File: config.mk
export PLATFORM = sky130hd
export DESIGN_NAME = rr_sel_arbiter
export DESIGN_NICKNAME = d
export VERILOG_FILES = /design/src/rtl/rr_sel_arbiter_pkg.sv /design/src/rtl/sel_dec3to8.sv /design/src/rtl/rr_sel_arbiter.sv
export SDC_FILE = /design/constraint.sdc
export NUM_CORES = 1
export LEC_CHECK = 0
export ABC_AREA = 1
export BUFFER_PORTS_ARGS = -buffer_cell sky130_fd_sc_hd__buf_4
export CORE_MARGIN = 2
export CORE_UTILIZATION = 55
export DETAILED_ROUTE_END_ITERATION = 8
export PLACE_DENSITY_LB_ADDON = 0.15
export SYNTH_ARGS = -nofsm -noshare
export SYNTH_HDL_FRONTEND = slang
export SYNTH_SLANG_ARGS = --single-unit
File: constraint.sdc
create_clock -name clk -period 3.2 [get_ports clk]
set_input_delay 0.16 -clock clk [delete_from_list [all_inputs] [get_ports clk]]
set_output_delay 0.16 -clock clk [all_outputs]
set_load 0.01 [all_outputs]
File: src/rtl/rr_sel_arbiter_pkg.sv
// Purpose: shared state encodings, sizes and the rotating priority pick for rr_sel_arbiter.
// Latency: n/a (types, constants and a combinational helper function only).
// Backpressure: n/a.
package rr_sel_arbiter_pkg;

    localparam int N_REQ = 8;
    localparam int IDX_W = 3;

    typedef enum logic [1:0] {
        ST_IDLE  = 2'd0,
        ST_GRANT = 2'd1,
        ST_GAP   = 2'd2
    } state_t;

    // Returns {found, index} of the first set request, scanning ptr, ptr+1, ... with wrap.
    // The scan runs from farthest to nearest so the last hit written is the nearest one.
    function automatic logic [IDX_W:0] rr_pick(input logic [N_REQ-1:0] req,
                                               input logic [IDX_W-1:0] ptr);
        logic [IDX_W:0]   res;
        logic [IDX_W-1:0] cand;
        res  = '0;
        cand = '0;
        for (int k = N_REQ - 1; k >= 0; k--) begin
            cand = ptr + IDX_W'(k);
            if (req[cand]) begin
                res = {1'b1, cand};
            end
        end
        return res;
    endfunction

endpackage

File: src/rtl/sel_dec3to8.sv
// Purpose: 3-to-8 active-low one-hot decoder with active-low enable.
// Latency: purely combinational.
// Backpressure: none; output follows inputs.
module sel_dec3to8 (
    input  logic [2:0] idx,
    input  logic       en_n,
    output logic [7:0] sel_n
);

    // Drive exactly one line low when enabled, all lines high otherwise.
    always_comb begin
        sel_n = 8'hFF;
        if (!en_n) begin
            sel_n = ~(8'b0000_0001 << idx);
        end
    end

endmodule

File: src/rtl/rr_sel_arbiter.sv
// Purpose: round-robin owner of one active-low 3-to-8 select, with one dead cycle between owners.
// Latency: request sampled at an edge is granted (gnt_valid/sel_n) from that edge on.
// Backpressure: owner holds until its req drops, done pulses, or MAX_HOLD preempts it for waiters.
module rr_sel_arbiter
    import rr_sel_arbiter_pkg::*;
#(
    parameter int MAX_HOLD = 4,
    parameter int CW       = 3
) (
    input  logic       clk,
    input  logic       rst,
    input  logic [7:0] req,
    input  logic       done,
    output logic       gnt_valid,
    output logic [2:0] gnt_idx,
    output logic [7:0] sel_n
);

    // Compared only when MAX_HOLD != 0, so the wrapped value for MAX_HOLD == 0 is never used.
    localparam logic [CW-1:0] HOLD_LAST = CW'(MAX_HOLD - 1);
    localparam logic [CW-1:0] HOLD_SAT  = {CW{1'b1}};

    state_t            state_q, state_d;
    logic [IDX_W-1:0]  ptr_q, ptr_d;
    logic [IDX_W-1:0]  idx_q, idx_d;
    logic [CW-1:0]     hold_q, hold_d;

    logic [IDX_W:0]    pick;
    logic              win_vld;
    logic [IDX_W-1:0]  win_idx;
    logic [N_REQ-1:0]  owner_oh;
    logic              others_wait;
    logic              preempt;
    logic              release_now;
    logic              dec_en_n;

    assign pick     = rr_pick(req, ptr_q);
    assign win_vld  = pick[IDX_W];
    assign win_idx  = pick[IDX_W-1:0];

    // Preemption needs someone else waiting, so a sole requester keeps the resource indefinitely.
    assign owner_oh    = {{(N_REQ-1){1'b0}}, 1'b1} << idx_q;
    assign others_wait = |(req & ~owner_oh);
    assign preempt     = (MAX_HOLD != 0) && (hold_q == HOLD_LAST) && others_wait;
    assign release_now = !req[idx_q] || done || preempt;

    // Next-state: arbitrate in IDLE/GAP, count and test release conditions in GRANT.
    always_comb begin
        state_d = state_q;
        ptr_d   = ptr_q;
        idx_d   = idx_q;
        hold_d  = hold_q;
        case (state_q)
            ST_IDLE, ST_GAP: begin
                if (win_vld) begin
                    state_d = ST_GRANT;
                    idx_d   = win_idx;
                    hold_d  = '0;
                end else begin
                    state_d = ST_IDLE;
                end
            end
            ST_GRANT: begin
                if (release_now) begin
                    state_d = ST_GAP;
                    ptr_d   = idx_q + 1'b1;
                end else if (hold_q != HOLD_SAT) begin
                    hold_d  = hold_q + 1'b1;
                end
            end
            default: begin
                state_d = ST_IDLE;
            end
        endcase
    end

    // State, pointer, owner index and hold counter registers with synchronous reset.
    always_ff @(posedge clk) begin
        if (rst) begin
            state_q <= ST_IDLE;
            ptr_q   <= '0;
            idx_q   <= '0;
            hold_q  <= '0;
        end else begin
            state_q <= state_d;
            ptr_q   <= ptr_d;
            idx_q   <= idx_d;
            hold_q  <= hold_d;
        end
    end

    assign gnt_valid = (state_q == ST_GRANT);
    assign gnt_idx   = idx_q;
    assign dec_en_n  = ~gnt_valid;

    // Select decode comes only from registered state, so req/done never reach sel_n combinationally.
    sel_dec3to8 u_sel_dec (
        .idx   (idx_q),
        .en_n  (dec_en_n),
        .sel_n (sel_n)
    );

endmodule

==> results.py <==
metrics = {
    "finish": {
        "layout_common_cells": "nand2_1 (58), nand3_1 (45), inv_1 (24), a21oi_1 (24), buf_4 (24)",
        "final_common_cell": "nand2_1",
        "multiInputGateArea_sq_um": 1002,
        "areaGrowthSynthToFinish_pct": 14.25,
        "drive_gt1_share_pct": 18.75,
        "final_area_sq_um": 1585,
        "nets": 279,
        "fill_cells": 233,
        "seqCellArea_sq_um": 220.2,
        "stdcell_count": 286,
        "final_core_util_pct": 65.17,
        "antenna_cells": 0,
    },
    "synth": {
        "ys_seq_area_share_pct": 15.87,
        "synth_top_family_by_area": "simple AND/OR/NAND/NOR gates",
        "syn_nets": 256,
        "yosysTopAreaCell": "nand3_1",
        "ys_top_cells_by_area": "nand3_1 (16%), dfxtp_1 (16%), nand2_1 (16%)",
        "syn_area_per_cell_sq_um": 5.930,
        "synthSimpleGateAreaFrac_pct": 44.27,
        "ys_ff_latch": 11,
        "syn_area_sq_um": 1388,
        "synthAdderAreaFrac_pct": 9.919,
        "ys_types": 28,
        "synth-compound-area-share_pct": 15.51,
        "synth_top_area_share_pct": 16.23,
        "yosys_warnings": 0,
        "synthCells": 234,
        "synthMuxAreaShare_pct": 0,
        "synth-xor-area-share_pct": 2.525,
    },
    "sta": {
        "slew_headroom_pct": 70.58,
        "hold_violations": 0,
        "min_period_over_period_pct": 80.62,
        "worst_pin_slew_ps": 440.7,
        "drv_slew": 0,
        "setup_slack_ps": 620.1,
        "finalCriticalPeriod_ps": 2580,
        "tns_ps": 0,
        "fin_skew_ps": 3.272,
        "rsz0062_at_grt": "false",
        "max_freq_mhz": 387.6,
        "setup_viol": 0,
    },
    "pwr": {
        "p_seq_share_pct": 20.5,
        "p_int_uw": 477.4,
        "power.switching_uw": 555.2,
        "power_density_nw_per_um2": 651.3,
        "power_frac_clock_pct": 9.2,
        "leakage_uw": 0.0008092,
        "comb_power_share_pct": 70.3,
        "p_sw_share_pct": 53.77,
        "ir_drop_mv": 0.4761,
    },
    "worst_setup_path": {
        "worst-setup-path-type": "reg -> reg",
        "max_stage_delay_ps": 590,
        "cpMaxStageDelayCell": "dfxtp_1",
        "reg2reg_slack_ps": 620,
        "end_kind": "register",
        "crit_fanout": 12,
        "crit_required_ps": 3370,
        "r2r_start": "ptr_q[0]",
        "cp_cell_sequence": "inv_2 -> ha_1 -> inv_2 -> nand3_1 -> nand2_1 -> nand2_1 -> nor3_4 -> nand3_2 -> o21ai_4 -> nand2_1 -> nand3_1 -> a21oi_1",
        "critical_path.most_common_cell": "nand2_1",
        "worst-path-buf-inv": 2,
        "cp-start-kind": "register",
        "critPathArrivalTime_ps": 2750,
        "worstRegToRegCells": 12,
        "crit_family": "simple AND/OR/NAND/NOR gates",
        "r2r-end": "hold_q[1]",
    },
    "route": {
        "first_pass_iters": 4,
        "vias_per_cell": 5.371,
        "vias": 1536,
        "post-route-drc-count": 0,
        "first_iter_violations": 33,
        "routed_wl_microns": 3419,
        "wl_per_cell_microns": 11.95,
        "drtAntennaViolNets": 0,
    },
    "place": {
        "globalplace.congestion": 0.8648,
        "io_buffer_count": 22,
        "dp.cells": 282,
        "dpl_cell_area_sq_um": 1559,
        "pre_cts_ws_ps": 658.9,
        "dp_hpwl_microns": 2757,
    },
    "clock_tree": {
        "clk_path_buf_depth": 2,
        "postCtsSetupBuffers": 0,
        "cts_num_sinks": 11,
        "cts_hold_buffers": 0,
        "cts_made_buffers": 3,
        "cts-root-buf": "clkbuf_4",
        "htree_levels": 1,
        "tritoncts": "done",
        "cts_resized": 0,
        "clk-insertion-delay-late_ps": 270,
        "clk_pin_slew_ps": 70,
    },
    "floorplan": {
        "dieArea_sq_um": 2941,
        "fp.dieW_microns": 54.23,
        "core-area_sq_um": 2432,
        "io_pins": 23,
        "row_count": 18,
        "die_y_microns": 54.23,
        "start_util_pct": 57.05,
    },
    "run": {
        "maxCapViolCount": 0,
    },
    "worst_hold_path": {
        "hold_start": "rst",
        "hold_depth": 2,
        "min_path_type": "in -> reg",
        "min_to": "hold_q[0]",
    },
    "run_status": {
        "outcome": "complete, no violations",
    },
    "global_routing": {
        "grt_max_degree": 14,
        "gr-total-overflow": 0,
        "grt_util_all_layers_pct": 25.76,
        "antenna_found_initial": 0,
        "grt_first_pass_wirelength_microns": 5595,
        "grt_pass1_vias": 1316,
    },
}
power by group through the flow:
stage	logic [uW]	registers, uW	clock network, uW
global route	816	218	103
detailed placement	716	215	0
CTS	720	212	95.7
floorplan	581	192	0
global placement	715	213	0
finish	726	212	94.7
final cells by class:
type | instances | share of cell area [%]
Tap cell | 30 | 2.368
Sequential cell | 11 | 13.89
Timing Repair Buffer | 24 | 11.37
Inverter | 31 | 7.498
Multi-Input combinational cell | 186 | 63.22
Clock buffer | 4 | 1.657
Yosys cell counts, drive strengths merged:
master and count:
nor3 1, a21boi 2, ha 11, nor2 14
dfxtp 11, nand2 64, xnor2 2, a21oi 25
and2 2, nand4 2, clkinv 2, nand3 47
nor4 2, inv 29, o21ai 12, xor2 2
clkbuf 1, buf 5
metal layers:
layer,track usage (%),wire length [microns],vias up,share of wire (%)
met1,32.89,1564,678,46
met5,0,0,-,0
met3,4.098,130,6,3.8
met4,6.250,46,0,1.3
li1,-,-,815,-
met2,44.98,1677,37,49
per-stage QoR:
step,power (uW),hold slack (ps)
4_1_cts,1028,99.93
3_3_place_gp,928.6,382.2
5_1_grt,1137,99.81
6_report,1033,96.13
3_5_place_dp,931.1,386.6
2_1_floorplan,772.7,229.1
sequential cells by signal (all words and copies together) (netlist names):
register  cells
gnt_idx       3
hold_q        3
ptr_q         3
state_q       2
cell families (layout without fill, tap and decap cells):
logic type / Yosys count / after routing
buffers and inverters: 37 / 59
DFF: 11 / 11
and+or+nand+nor: 132 / 132
adders and majority gates: 11 / 11
AOI/OAI and AO/OA: 39 / 39
xor gates and xnor gates: 4 / 4
worst max path at each step:
stage	startpoint	endpoint	slack [ps]	cells past startpoint
global placement	ptr_q[0]	hold_q[1]	750	11
detailed placement	ptr_q[0]	hold_q[1]	660	11
floorplan	ptr_q[1]	hold_q[1]	1070	13
CTS	ptr_q[0]	hold_q[1]	650	11
finish	ptr_q[0]	hold_q[1]	620	12
global route	ptr_q[0]	hold_q[1]	410	12
(Power assumes the default switching activity.)
